## src/rtl/adc_os_cal_seq_pkg.sv

```systemverilog
// Shared types and defaults for the interleaved-ADC slicer offset calibration sequencer.
package adc_os_cal_seq_pkg;

  localparam int DEF_WAYS      = 8;
  localparam int DEF_BITS      = 9;
  localparam int DEF_TRIM_BITS = 8;
  localparam int DEF_SETTLE    = 4;
  localparam int DEF_ACC_LOG2  = 4;

  typedef enum logic [2:0] {
    IDLE,
    SET,
    SETTLE_ST,
    ACC,
    DECIDE,
    NEXT,
    FIN
  } state_t;

  function automatic int unsigned mid_code(input int unsigned trim_bits);
    return 32'd1 << (trim_bits - 1);
  endfunction

  localparam int unsigned TRIM_MID = mid_code(DEF_TRIM_BITS);

endpackage

```

## src/rtl/adc_os_avg.sv

```systemverilog
// Per-decision averager: sums 2^ACC_LOG2 accepted samples and compares the mean to mid-scale.
module adc_os_avg #(
  parameter int BITS     = 9,
  parameter int ACC_LOG2 = 4
) (
  input  logic            clk,
  input  logic            rstn,
  input  logic            clear,
  input  logic            en,
  input  logic            valid,
  input  logic [BITS-1:0] sample,
  output logic            last,
  output logic            above
);

  localparam int AW = BITS + ACC_LOG2;
  localparam logic [BITS-1:0] HALF = BITS'(1) << (BITS - 1);

  logic [AW-1:0]       acc;
  logic [ACC_LOG2-1:0] cnt;
  logic [BITS-1:0]     mean;

  always_ff @(posedge clk or negedge rstn) begin
    if (!rstn) begin
      acc <= '0;
      cnt <= '0;
    end else if (clear) begin
      acc <= '0;
      cnt <= '0;
    end else if (en && valid) begin
      acc <= acc + AW'(sample);
      cnt <= cnt + ACC_LOG2'(1);
    end
  end

  // The final accepted sample is the one arriving while the counter is all ones.
  assign last  = en && valid && (cnt == '1);
  assign mean  = acc[AW-1:ACC_LOG2];
  assign above = mean > HALF;

endmodule

```

## src/rtl/adc_os_cal_seq.sv

```systemverilog
// Successive-approximation trim search for the OSP/OSM slicer offsets of each interleaved way.
module adc_os_cal_seq
  import adc_os_cal_seq_pkg::*;
#(
  parameter int WAYS      = DEF_WAYS,
  parameter int BITS      = DEF_BITS,
  parameter int TRIM_BITS = DEF_TRIM_BITS,
  parameter int SETTLE    = DEF_SETTLE,
  parameter int ACC_LOG2  = DEF_ACC_LOG2
) (
  input  logic                      clk,
  input  logic                      rstn,
  input  logic                      start,
  input  logic                      abort,
  input  logic                      adc_valid,
  input  logic [WAYS*BITS-1:0]      adcout,
  output logic [WAYS*TRIM_BITS-1:0] osp,
  output logic [WAYS*TRIM_BITS-1:0] osm,
  output logic                      busy,
  output logic                      done,
  output logic [$clog2(WAYS)-1:0]   way,
  output state_t                    fsm_state
);

  localparam int WW = $clog2(WAYS);
  localparam int BW = $clog2(TRIM_BITS);
  localparam int SW = $clog2(SETTLE + 1);
  localparam logic [TRIM_BITS-1:0] MID      = TRIM_BITS'(mid_code(TRIM_BITS));
  localparam logic [WW-1:0]        LAST_WAY = WW'(WAYS - 1);
  localparam logic [BW-1:0]        TOP_BIT  = BW'(TRIM_BITS - 1);
  localparam logic [SW-1:0]        SET_LAST = SW'(SETTLE - 1);

  state_t                state, state_n;
  logic [WW-1:0]         cur_way, way_inc;
  logic [BW-1:0]         bit_q;
  logic [SW-1:0]         settle_cnt;
  logic [TRIM_BITS-1:0]  code [WAYS];
  logic [BITS-1:0]       sample;
  logic                  avg_last, avg_above, run_abort;

  assign run_abort = abort && (state != IDLE);
  assign way_inc   = cur_way + WW'(1);
  assign sample    = adcout[int'(cur_way)*BITS +: BITS];

  adc_os_avg #(
    .BITS     (BITS),
    .ACC_LOG2 (ACC_LOG2)
  ) u_avg (
    .clk    (clk),
    .rstn   (rstn),
    .clear  (state == SETTLE_ST),
    .en     (state == ACC),
    .valid  (adc_valid),
    .sample (sample),
    .last   (avg_last),
    .above  (avg_above)
  );

  always_ff @(posedge clk or negedge rstn) begin
    if (!rstn) state <= IDLE;
    else       state <= state_n;
  end

  always_comb begin
    state_n = state;
    case (state)
      IDLE:      if (start && !abort) state_n = SET;
      SET:       state_n = SETTLE_ST;
      SETTLE_ST: if (settle_cnt == SET_LAST) state_n = ACC;
      ACC:       if (avg_last) state_n = DECIDE;
      DECIDE:    state_n = (bit_q == '0) ? NEXT : SET;
      NEXT:      state_n = (cur_way == LAST_WAY) ? FIN : SET;
      FIN:       state_n = IDLE;
      default:   state_n = IDLE;
    endcase
    // Abort outranks every other transition once a run is in flight.
    if (run_abort) state_n = IDLE;
  end

  always_ff @(posedge clk or negedge rstn) begin
    if (!rstn) begin
      cur_way    <= '0;
      bit_q      <= TOP_BIT;
      settle_cnt <= '0;
      for (int i = 0; i < WAYS; i++) code[i] <= MID;
    end else if (run_abort) begin
      code[cur_way] <= MID;
      cur_way       <= '0;
      bit_q         <= TOP_BIT;
      settle_cnt    <= '0;
    end else begin
      case (state)
        IDLE: begin
          if (start && !abort) begin
            cur_way <= '0;
            bit_q   <= TOP_BIT;
            code[0] <= '0;
          end
        end
        SET: begin
          code[cur_way][bit_q] <= 1'b1;
          settle_cnt           <= '0;
        end
        SETTLE_ST: settle_cnt <= settle_cnt + SW'(1);
        DECIDE: begin
          if (avg_above) code[cur_way][bit_q] <= 1'b0;
          if (bit_q != '0) bit_q <= bit_q - BW'(1);
        end
        NEXT: begin
          if (cur_way != LAST_WAY) begin
            cur_way       <= way_inc;
            code[way_inc] <= '0;
            bit_q         <= TOP_BIT;
          end
        end
        FIN:     cur_way <= '0;
        default: ;
      endcase
    end
  end

  always_comb begin
    osp = '0;
    for (int i = 0; i < WAYS; i++) osp[i*TRIM_BITS +: TRIM_BITS] = code[i];
  end

  assign osm       = ~osp;
  assign busy      = (state != IDLE);
  assign done      = (state == FIN);
  assign way       = cur_way;
  assign fsm_state = state;

endmodule

```

## config.mk

```make
export PLATFORM = sky130hd
export DESIGN_NAME = adc_os_cal_seq
export DESIGN_NICKNAME = d
export VERILOG_FILES = /design/src/rtl/adc_os_cal_seq_pkg.sv /design/src/rtl/adc_os_avg.sv /design/src/rtl/adc_os_cal_seq.sv
export SDC_FILE = /design/constraint.sdc
export NUM_CORES = 1
export LEC_CHECK = 0
export BUFFER_PORTS_ARGS = -buffer_cell sky130_fd_sc_hd__clkbuf_2
export CORE_MARGIN = 1.5
export CORE_UTILIZATION = 55
export CTS_CLUSTER_DIAMETER = 80
export DETAILED_ROUTE_END_ITERATION = 7
export PLACE_DENSITY = 0.95
export SLEW_MARGIN = 25
export SYNTH_ARGS = -nofsm -noshare
export SYNTH_HDL_FRONTEND = slang
export SYNTH_SLANG_ARGS = --single-unit
export TNS_END_PERCENT = 30
```

## constraint.sdc

```tcl
create_clock -name clk -period 8.2 [get_ports clk]
set_input_delay 0 -clock clk [delete_from_list [all_inputs] [get_ports clk]]
set_output_delay 0 -clock clk [all_outputs]
set_load 0.02 [all_outputs]
```

==> out/metrics.csv, run 1 <==
stage,metric,value,unit
power_and_ir_drop,power_density,212,mW/mm²
place,port_buffers,212,
critical_path,crit_family,compound AO/OA/AOI/OAI gates,
routing,wl_per_cell,19.7,µm
global_routing,antenna_found_initial,0,
sta,max_freq,0.274,GHz
critical_path,arrival,3.90,ns
floorplanning,fp.dieW,110,µm
flow_run,maxCapViolCount,0,
power_and_ir_drop,p_seq_share,36.0,%
clocking,clkTransAtPathRegs,0.07,ns
cells_and_area,final_cell_count_no_fill,1074,
synthesis,ys.flop_type,dfrtp_1,
clocking,htree_levels,3,
synthesis,synth-edff-count,0,
cells_and_area,nFillCells,848,
sta,slew_headroom,27.6,%
cells_and_area,areaGrowthSynthToFinish,22.0,%
cells_and_area,nNetsFinal,1023,
critical_path,path_max_fanout,34,
sta,min_period,3.65,ns
routing,drtIter0Drc,971,
floorplanning,pin_count,213,
power_and_ir_drop,ir_worst_vdd,0.000123,V
routing,drc,0,
synthesis,yosysSeqAreaShare,37.3,%
power_and_ir_drop,power.internal,0.000954,W
clocking,postCtsHoldBufs,1,
clocking,ctsResizeCount,0,
synthesis,synthArstFlopShare,100,%
place,globalplace.congestion,0.998,
power_and_ir_drop,p_leak,3.50,nW
critical_path,cp-start-kind,flip-flop,
critical_path,crit_chain,"clkinv_1, nor3_2, a221oi_1, fa_1, nor2b_1, o31ai_1, a2111oi_2, o211ai_1, mux2i_1",
floorplanning,num_rows,38,
sta,post-route-period-util,44.5,%
cells_and_area,regArea,0.00234,mm²
floorplanning,die_h,110,µm
synthesis,syn_area,0.00627,mm²
global_routing,grt_start_max_net_pins,59,
cells_and_area,diodes,0,
cells_and_area,multiInputGateArea,0.00342,mm²
floorplanning,initial_core_util,57.1,%
critical_path,critical_path_required,8.45,ns
sta,finalSetupViolCount,0,
power_and_ir_drop,combinationalPowerShare,36.5,%
cells_and_area,final_common_cell,clkbuf_2,
synthesis,synth_area_per_cell,8.32,µm²
synthesis,synth_nets,848,
sta,worst_pin_slew,1.08,ns
clocking,cts_tree,done,
min_path,hold_class,in2async,
place,dp_cells,1057,
synthesis,ys_types,77,
power_and_ir_drop,swShare,41.0,%
critical_path,worstSetupEndpointType,flip-flop,
critical_path,slowest_delay,0.72,ns
routing,num_vias,6937,
place,dp_slack,4.34,ns
critical_path,critical_path_buf_inv_count,1,
cells_and_area,layout_common_cells,"clkbuf_2 (211), a21oi_1 (83), o21ai_0 (81), dfrtp_1 (80), inv_1 (77)",
sta,timing.final.ws_setup,4.55,ns
power_and_ir_drop,p_sw,0.000664,W
routing,via_per_inst,6.46,
global_routing,grt_first_pass_wirelength,32.2,mm
sta,tns,0,ns
synthesis,yosys_register_bits,93,
clocking,clockBufferDepth,2,
sta,hold_viol,0,
floorplanning,core,0.0110,mm²
global_routing,grt_pass1_vias,6255,
clocking,postCtsSetupRepairBufs,0,
routing,ant_nets,0,
clocking,cts_root_buf,clkbuf_16,
routing,drtPass1Iterations,6,
clocking,cts_buffers,9,
cells_and_area,drive_gt1_share,30.0,%
sta,slew_violations,0,
critical_path,path_class,reg2reg,
status,outcome,completed,
clocking,cts_sinks,93,
clocking,clock_latency,0.35,ns
synthesis,syn_inst,754,
synthesis,synth_warnings,0,
routing,routed_wl,21.2,mm
power_and_ir_drop,clkPwrFrac,27.5,%
critical_path,cp_slowest_cell,dfrtp_2,
place,hpwl,15.3,mm
sta,rsz0062_at_grt,false,
global_routing,grt_overflow,0,
global_routing,grt.total_usage,35.1,%
floorplanning,dieArea,0.0121,mm²
sta,finClkSkew,0.0102,ns
## Yosys cell counts (7+ instances only)
cell type / instances / share of area [%]
nand4_1: 9 / 0.90
dfrtp_1: 82 / 33
buf_2: 12 / 0.96
a22oi_1: 7 / 0.84
mux2i_1: 14 / 2.2
nor2b_1: 7 / 0.70
o21ai_0: 81 / 6.5
nand2_1: 56 / 3.4
dfstp_2: 11 / 4.6
a31oi_1: 8 / 0.80
nor3_1: 14 / 1.1
nand3_1: 18 / 1.4
ha_1: 16 / 3.2
a21oi_1: 83 / 6.6
mux2_2: 7 / 1.3
clkbuf_1: 26 / 1.6
inv_1: 77 / 4.6
and3_1: 12 / 1.2
or3_1: 8 / 0.80
nor2_1: 28 / 1.7
o22ai_1: 22 / 2.2
nand3b_1: 7 / 0.84
buf_1: 11 / 0.66
a22o_1: 12 / 1.7
a211oi_1: 29 / 3.5
## final cells by class
type | count | area share [%]
Multi-Input combinational cell | 529 | 44.7
Sequential cell | 93 | 30.6
Clock buffer | 9 | 2.94
Inverter | 78 | 3.83
Clock inverter | 7 | 1.14
Timing Repair Buffer | 218 | 14.5
Tap cell | 140 | 2.29
## layer usage
layer	track usage (%)	up-vias	wire length, µm
met5	0	-	0
met4	19.4	0	1080
met3	6.70	94	2440
met2	58.4	604	10000
met1	42.6	3148	7610
li1	-	3091	-
## power groups by stage
stage	combinational, W	sequential, W	clock [W]
5_1_grt	0.000640	0.000591	0.000463
6_report	0.000591	0.000583	0.000444
3_5_place_dp	0.000578	0.000589	0
4_1_cts	0.000581	0.000581	0.000443
2_1_floorplan	0.000370	0.000612	0
3_3_place_gp	0.000568	0.000587	0
## final timing paths
kind,startpoint,slack [ns],depth (start not counted),end
worst min-delay path,rstn,0.13,2,u_avg.acc[3]$_DFFE_PN0P_
worst max-delay path,way[1]$_DFFE_PN0P_,4.55,9,u_avg.acc[12]$_DFFE_PN0P_
worst min register to register,osp[7]$_DFFE_PN1P_,0.49,2,osp[7]$_DFFE_PN1P_
worst max register to register,way[1]$_DFFE_PN0P_,4.55,9,u_avg.acc[12]$_DFFE_PN0P_
max in group asynchronous,rstn,6.98,3,osp[50]$_DFFE_PN0P_
min in group clk,adc_valid,0.21,4,u_avg.cnt[2]$_DFFE_PN0P_
## cell families after synthesis
family | count (synthesis) | share of synthesized area [%]
buffers and inverters | 132 | 8.46
DFF | 93 | 37.3
and+or+nand+nor | 191 | 16.4
adders and majority gates | 17 | 3.51
AOI/OAI and AO/OA | 291 | 29.3
xor gates and xnor gates | 7 | 0.977
muxes | 23 | 4.03
## state kept, by name (all words and copies together), names as in the netlist
name / cells
osp: 64
u_avg.acc: 13
u_avg.cnt: 4
bit_q: 3
fsm_state: 3
settle_cnt: 3
way: 3
## metrics by stage
stage               hold slack (ns)  total power, W  cell area, µm²  util [%]
global placement            -0.0181         0.00115            7310      66.6
finish                        0.129         0.00162            7650      69.7
CTS                           0.146         0.00161            7640      69.6
detailed placement          -0.0153         0.00117            7320      66.6
floorplan                    -0.296        0.000982            6270         -
global route                  0.196         0.00169            7650      69.7
No activity file was read; power rests on OpenSTA's default activity.
==> run 2, diff against run 1 <==
--- a/config.mk
+++ b/config.mk
@@ -7,10 +7,10 @@
 export LEC_CHECK = 0
 export BUFFER_PORTS_ARGS = -buffer_cell sky130_fd_sc_hd__clkbuf_2
 export CORE_MARGIN = 1.5
-export CORE_UTILIZATION = 55
+export CORE_UTILIZATION = 51
 export CTS_CLUSTER_DIAMETER = 80
 export DETAILED_ROUTE_END_ITERATION = 7
-export PLACE_DENSITY = 0.95
+export PLACE_DENSITY = 0.91
 export SLEW_MARGIN = 25
 export SYNTH_ARGS = -nofsm -noshare
 export SYNTH_HDL_FRONTEND = slang
==> constraint.sdc (replaced) <==
create_clock -name clk -period 3.67 [get_ports clk]
set_input_delay 0 -clock clk [delete_from_list [all_inputs] [get_ports clk]]
set_output_delay 0 -clock clk [all_outputs]
set_load 0.02 [all_outputs]
==> run 2 against run 1 <==
Worst hold slack improved by 0.037 ns. Wire length shrank 2.3%. Critical path depth is 2 higher. Sequential share of layout area is 0.41 points lower. Cell count up 2.1%. Setup slack worse by 4.1 ns. Sequential cell count stayed put. Global-route usage down 3.0 points. Die area grew 7.6%. Critical path type unchanged. Largest cell class unchanged.
==> out/metrics.csv, run 2 (same netlist as run 1, synthesis figures left out) <==
stage,metric,value,unit
power_and_ir_drop,ir_worst_vdd,0.000222,V
clocking,cts_root_buf,clkbuf_16,
routing,via_per_inst,6.29,
critical_path,path_class,reg2reg,
power_and_ir_drop,combinationalPowerShare,37.0,%
routing,drc,0,
floorplanning,fp.dieW,114,µm
power_and_ir_drop,p_sw,0.00146,W
sta,slew_headroom,35.5,%
power_and_ir_drop,power_density,462,mW/mm²
power_and_ir_drop,power.internal,0.00212,W
cells_and_area,drive_gt1_share,30.6,%
sta,min_period,3.21,ns
sta,post-route-period-util,87.6,%
routing,num_vias,6896,
power_and_ir_drop,clkPwrFrac,26.5,%
floorplanning,dieArea,0.0130,mm²
place,dp_cells,1080,
clocking,clockBufferDepth,2,
global_routing,grt_overflow,0,
cells_and_area,layout_common_cells,"clkbuf_2 (211), a21oi_1 (83), dfrtp_1 (82), o21ai_0 (81), inv_1 (77)",
cells_and_area,stdcell_area,0.00775,mm²
clocking,ctsResizeCount,0,
clocking,clock_latency,0.36,ns
global_routing,grt_first_pass_wirelength,32.6,mm
sta,slew_violations,0,
cells_and_area,final_common_cell,clkbuf_2,
power_and_ir_drop,swShare,40.7,%
floorplanning,pin_count,213,
sta,whs,0.167,ns
sta,rsz0062_at_grt,false,
clocking,cts_buffers,9,
critical_path,arrival,3.46,ns
floorplanning,core,0.0120,mm²
floorplanning,num_rows,40,
critical_path,path_max_fanout,16,
power_and_ir_drop,p_seq_share,36.5,%
cells_and_area,diodes,0,
clocking,cts_tree,done,
critical_path,cp-start-kind,flip-flop,
floorplanning,die_h,114,µm
cells_and_area,areaGrowthSynthToFinish,23.5,%
power_and_ir_drop,power,0.00358,W
floorplanning,initial_core_util,52.2,%
sta,finClkSkew,0.00697,ns
global_routing,grt.total_usage,32.1,%
routing,drtIter0Drc,655,
sta,tns,0,ns
sta,finalSetupViolCount,0,
global_routing,antenna_found_initial,0,
clocking,clkTransAtPathRegs,0.07,ns
place,hpwl,15.5,mm
cells_and_area,largest_reg_flops,64,
place,place_area,0.00744,mm²
flow_run,maxCapViolCount,0,
sta,max_freq,0.311,GHz
critical_path,worstSetupEndpointType,flip-flop,
routing,wl_per_cell,18.8,µm
clocking,cts_sinks,93,
sta,hold_viol,0,
clocking,htree_levels,3,
power_and_ir_drop,p_leak,3.58,nW
place,port_buffers,212,
routing,routed_wl,20.7,mm
status,outcome,completed,
global_routing,grt_pass1_vias,6424,
min_path,hold_class,in2reg,
sta,worst_pin_slew,0.961,ns
routing,ant_nets,0,
place,globalplace.congestion,0.965,
critical_path,critical_path_required,3.91,ns
global_routing,grt_start_max_net_pins,67,
routing,drtPass1Iterations,5,
cells_and_area,nNetsFinal,1039,
cells_and_area,final_cell_count_no_fill,1097,
-- run 2: final timing paths --
check,cells after the start,start,slack [ns],to
worst max-delay path,11,way[2]$_DFFE_PN0P_,0.46,u_avg.acc[12]$_DFFE_PN0P_
worst min-delay path,5,adcout[45],0.17,u_avg.acc[0]$_DFFE_PN0P_
worst max register to register,11,way[2]$_DFFE_PN0P_,0.46,u_avg.acc[12]$_DFFE_PN0P_
worst min register to register,1,settle_cnt[2]$_DFFE_PN0P_,0.50,settle_cnt[2]$_DFFE_PN0P_
max in group asynchronous,3,rstn,2.48,osp[15]$_DFFE_PN1P_
min in group asynchronous,2,rstn,0.27,u_avg.cnt[1]$_DFFE_PN0P_
-- run 2: worst max-delay path, stage by stage, from the launching register on --
cell,delay [ns]
dfrtp_1,0.57
buf_4,0.29
nor3_2,0.06
buf_4,0.18
a222oi_1,0.32
o21ai_0,0.15
ha_1,0.36
nor2b_1,0.21
o31ai_1,0.14
a2111oi_2,0.50
o211ai_1,0.17
mux2i_1,0.14
-- run 2: power by group through the flow --
stage               Clock [W]  Sequential, W  Combinational (W)
floorplan                   0        0.00137           0.000826
global placement            0        0.00131            0.00128
detailed placement          0        0.00132            0.00130
CTS                  0.000949        0.00130            0.00131
global route          0.00100        0.00132            0.00144
finish               0.000949        0.00130            0.00132
-- run 2: repair_timing --
action | CTS | global route
hold buffers | 1 | 0
endpoints found under the hold margin | 59 | 0
setup buffers | 0 | 0
-- run 2: final cells by class --
cell class / instances / area [µm²]
timing repair buffer: 234 / 1230
sequential: 93 / 2340
inverter: 78 / 293
clock inverter: 6 / 62.6
fill: 1028 / 4260
clock buffer: 10 / 229
tap: 147 / 184
multi-input combinational: 529 / 3410
-- run 2: routing by layer --
layer | global-route usage, % | part of all wire [%] | vias to the layer above
met5 | 0 | 0 | -
met4 | 13.9 | 2.8 | 0
met3 | 7.49 | 10 | 55
met2 | 53.2 | 49 | 434
met1 | 40.1 | 39 | 3269
li1 | - | - | 3138
-- run 2: stage by stage --
step / utilization [%] / setup slack, ns
after floorplan: - / 0.443
after global placement: 61.9 / 0.615
after detailed placement: 61.9 / 0.493
after CTS: 64.5 / 0.473
after global routing: 64.5 / 0.145
final: 64.5 / 0.456
==> run 3, diff against run 2 <==
--- a/config.mk
+++ b/config.mk
@@ -6,8 +6,10 @@
 export NUM_CORES = 1
 export LEC_CHECK = 0
 export BUFFER_PORTS_ARGS = -buffer_cell sky130_fd_sc_hd__clkbuf_2
+export CELL_PAD_IN_SITES_DETAIL_PLACEMENT = 2
+export CELL_PAD_IN_SITES_GLOBAL_PLACEMENT = 2
 export CORE_MARGIN = 1.5
-export CORE_UTILIZATION = 51
+export CORE_UTILIZATION = 29
 export CTS_CLUSTER_DIAMETER = 80
 export DETAILED_ROUTE_END_ITERATION = 7
 export PLACE_DENSITY = 0.91
==> run 3 against run 2 <==
Sequential share of layout area is 0.79 points lower. Wire length rose by 37%. Cell area increased by 2.7%. Power rose by 3.5%. Non-clock buffer count rose by 8. Cell count grew 12%. Global-route usage shrank 6.9 points. Critical path type unchanged.
==> out/metrics.csv, run 3 (same netlist as run 1, synthesis figures left out) <==
stage,metric,value,unit
sta,post-route-period-util,92.8,%
flow_run,maxCapViolCount,0,
sta,tns,0,ns
place,hpwl,21.2,mm
routing,drc,0,
cells_and_area,multiInputGateArea,0.00340,mm²
cells_and_area,final_common_cell,clkbuf_2,
sta,timing.final.ws_setup,0.265,ns
global_routing,grt_overflow,0,
cells_and_area,layout_common_cells,"clkbuf_2 (211), a21oi_1 (83), o21ai_0 (81), dfrtp_1 (81), inv_1 (77)",
place,dp_slack,0.212,ns
floorplanning,die_h,150,µm
routing,wl_per_cell,22.9,µm
critical_path,worstSetupEndpointType,flip-flop,
critical_path,cp-start-kind,flip-flop,
floorplanning,dieArea,0.0225,mm²
place,globalplace.congestion,0.866,
power_and_ir_drop,power_density,465,mW/mm²
sta,worst_pin_slew,0.921,ns
clocking,postCtsSetupRepairBufs,0,
critical_path,slowest_delay,0.66,ns
global_routing,grt_first_pass_wirelength,43.7,mm
floorplanning,pin_count,213,
floorplanning,fp.dieW,150,µm
power_and_ir_drop,p_sw,0.00161,W
place,port_buffers,212,
clocking,cts_root_buf,clkbuf_16,
global_routing,grt_start_max_net_pins,64,
sta,slew_violations,0,
power_and_ir_drop,power,0.00370,W
cells_and_area,largest_reg_flops,64,
sta,slew_headroom,38.3,%
sta,finClkSkew,0.0128,ns
power_and_ir_drop,p_seq_share,35.9,%
cells_and_area,nNetsFinal,1047,
cells_and_area,drive_gt1_share,31.3,%
clocking,clock_latency,0.37,ns
routing,ant_nets,0,
routing,num_vias,7053,
floorplanning,initial_core_util,29.7,%
clocking,cts_sinks,93,
power_and_ir_drop,combinationalPowerShare,38.0,%
sta,whs,0.161,ns
sta,finalSetupViolCount,0,
power_and_ir_drop,ir_worst_vdd,0.000212,V
cells_and_area,regArea,0.00234,mm²
critical_path,critical_path_required,3.91,ns
sta,max_freq,0.294,GHz
clocking,clockBufferDepth,2,
sta,rsz0062_at_grt,false,
global_routing,antenna_found_initial,0,
sta,min_period,3.41,ns
power_and_ir_drop,clkPwrFrac,26.1,%
critical_path,path_max_fanout,15,
critical_path,arrival,3.65,ns
floorplanning,core,0.0212,mm²
floorplanning,num_rows,53,
cells_and_area,areaGrowthSynthToFinish,26.9,%
routing,routed_wl,28.2,mm
critical_path,path_class,reg2reg,
cells_and_area,fin_util,37.6,%
clocking,cts_tree,done,
critical_path,crit_chain,"clkinv_1, and3_1, a221o_1, ha_1, o211a_1, o31ai_1, a2111oi_2, o211ai_1, mux2i_1",
sta,hold_viol,0,
min_path,hold_class,in2reg,
routing,drtPass1Iterations,5,
clocking,htree_levels,3,
global_routing,grt.total_usage,25.2,%
critical_path,cp_slowest_cell,dfrtp_1,
power_and_ir_drop,p_leak,3.62,nW
cells_and_area,nFillCells,2436,
status,outcome,completed,
cells_and_area,diodes,0,
clocking,cts_buffers,9,
power_and_ir_drop,swShare,43.6,%
routing,drtIter0Drc,394,
power_and_ir_drop,power.internal,0.00209,W
clocking,clkTransAtPathRegs,0.07,ns
global_routing,grt_pass1_vias,7584,
routing,via_per_inst,5.72,
run 3: cell types whose count changed in the layout (fill, tap and decap cells not counted), moves of 2 or more:
cell and change:
buf_4 +8, inv_6 +2, inv_8 +2, clkinv_2 -2
run 3: power by group through the flow:
stage	clock network (W)	registers, W	logic, W
after detailed placement	0	0.00134	0.00139
final	0.000966	0.00133	0.00141
after floorplan	0	0.00137	0.000826
after global routing	0.00100	0.00135	0.00154
after global placement	0	0.00133	0.00134
after CTS	0.000974	0.00133	0.00141
run 3: final timing paths:
path / start / end / slack [ns] / cells after the start
min in group asynchronous: rstn / osp[30]$_DFFE_PN0P_ / 0.28 / 2
max in group asynchronous: rstn / osp[9]$_DFFE_PN0P_ / 2.43 / 3
worst min-delay path: adcout[54] / u_avg.acc[0]$_DFFE_PN0P_ / 0.16 / 5
worst max-delay path: way[1]$_DFFE_PN0P_ / u_avg.acc[12]$_DFFE_PN0P_ / 0.26 / 9
worst max register to register: way[1]$_DFFE_PN0P_ / u_avg.acc[12]$_DFFE_PN0P_ / 0.26 / 9
worst min register to register: u_avg.acc[12]$_DFFE_PN0P_ / u_avg.acc[12]$_DFFE_PN0P_ / 0.48 / 1
run 3: critical path: cells and delay by family (launching register included):
kind | cells | cell delay [ns]
compound gates | 5 | 1.34
flops | 1 | 0.66
buf+inv | 1 | 0.39
simple gates | 1 | 0.38
fa+ha+maj | 1 | 0.37
mux | 1 | 0.14
run 3: cell type report:
class	count	share of cell area, %
clock inverters	7	0.786
clock buffers	9	2.83
well taps	275	4.32
flip-flops and latches	93	29.4
inverters	78	3.68
multi-input cells	529	42.7
repair buffers	242	16.2
run 3: metrics by stage:
stage	area (µm²)	std cells
global route	7960	1233
CTS	7960	1233
global placement	7660	1216
floorplan	6270	754
detailed placement	7660	1216
finish	7960	1233
run 3: repair_timing:
action,CTS,global route
gates resized for setup,0,1
endpoints found under the hold margin,51,0
endpoints found under the setup margin,0,2
hold buffers,1,0
run 3: metal layers:
metal / vias to the layer above / share of wire [%] / track usage, %
met4: 0 / 2.7 / 8.53
met2: 296 / 51 / 44.7
met3: 54 / 5.5 / 4.15
met5: - / 0 / 0
met1: 3563 / 41 / 30.6
li1: 3140 / - / -
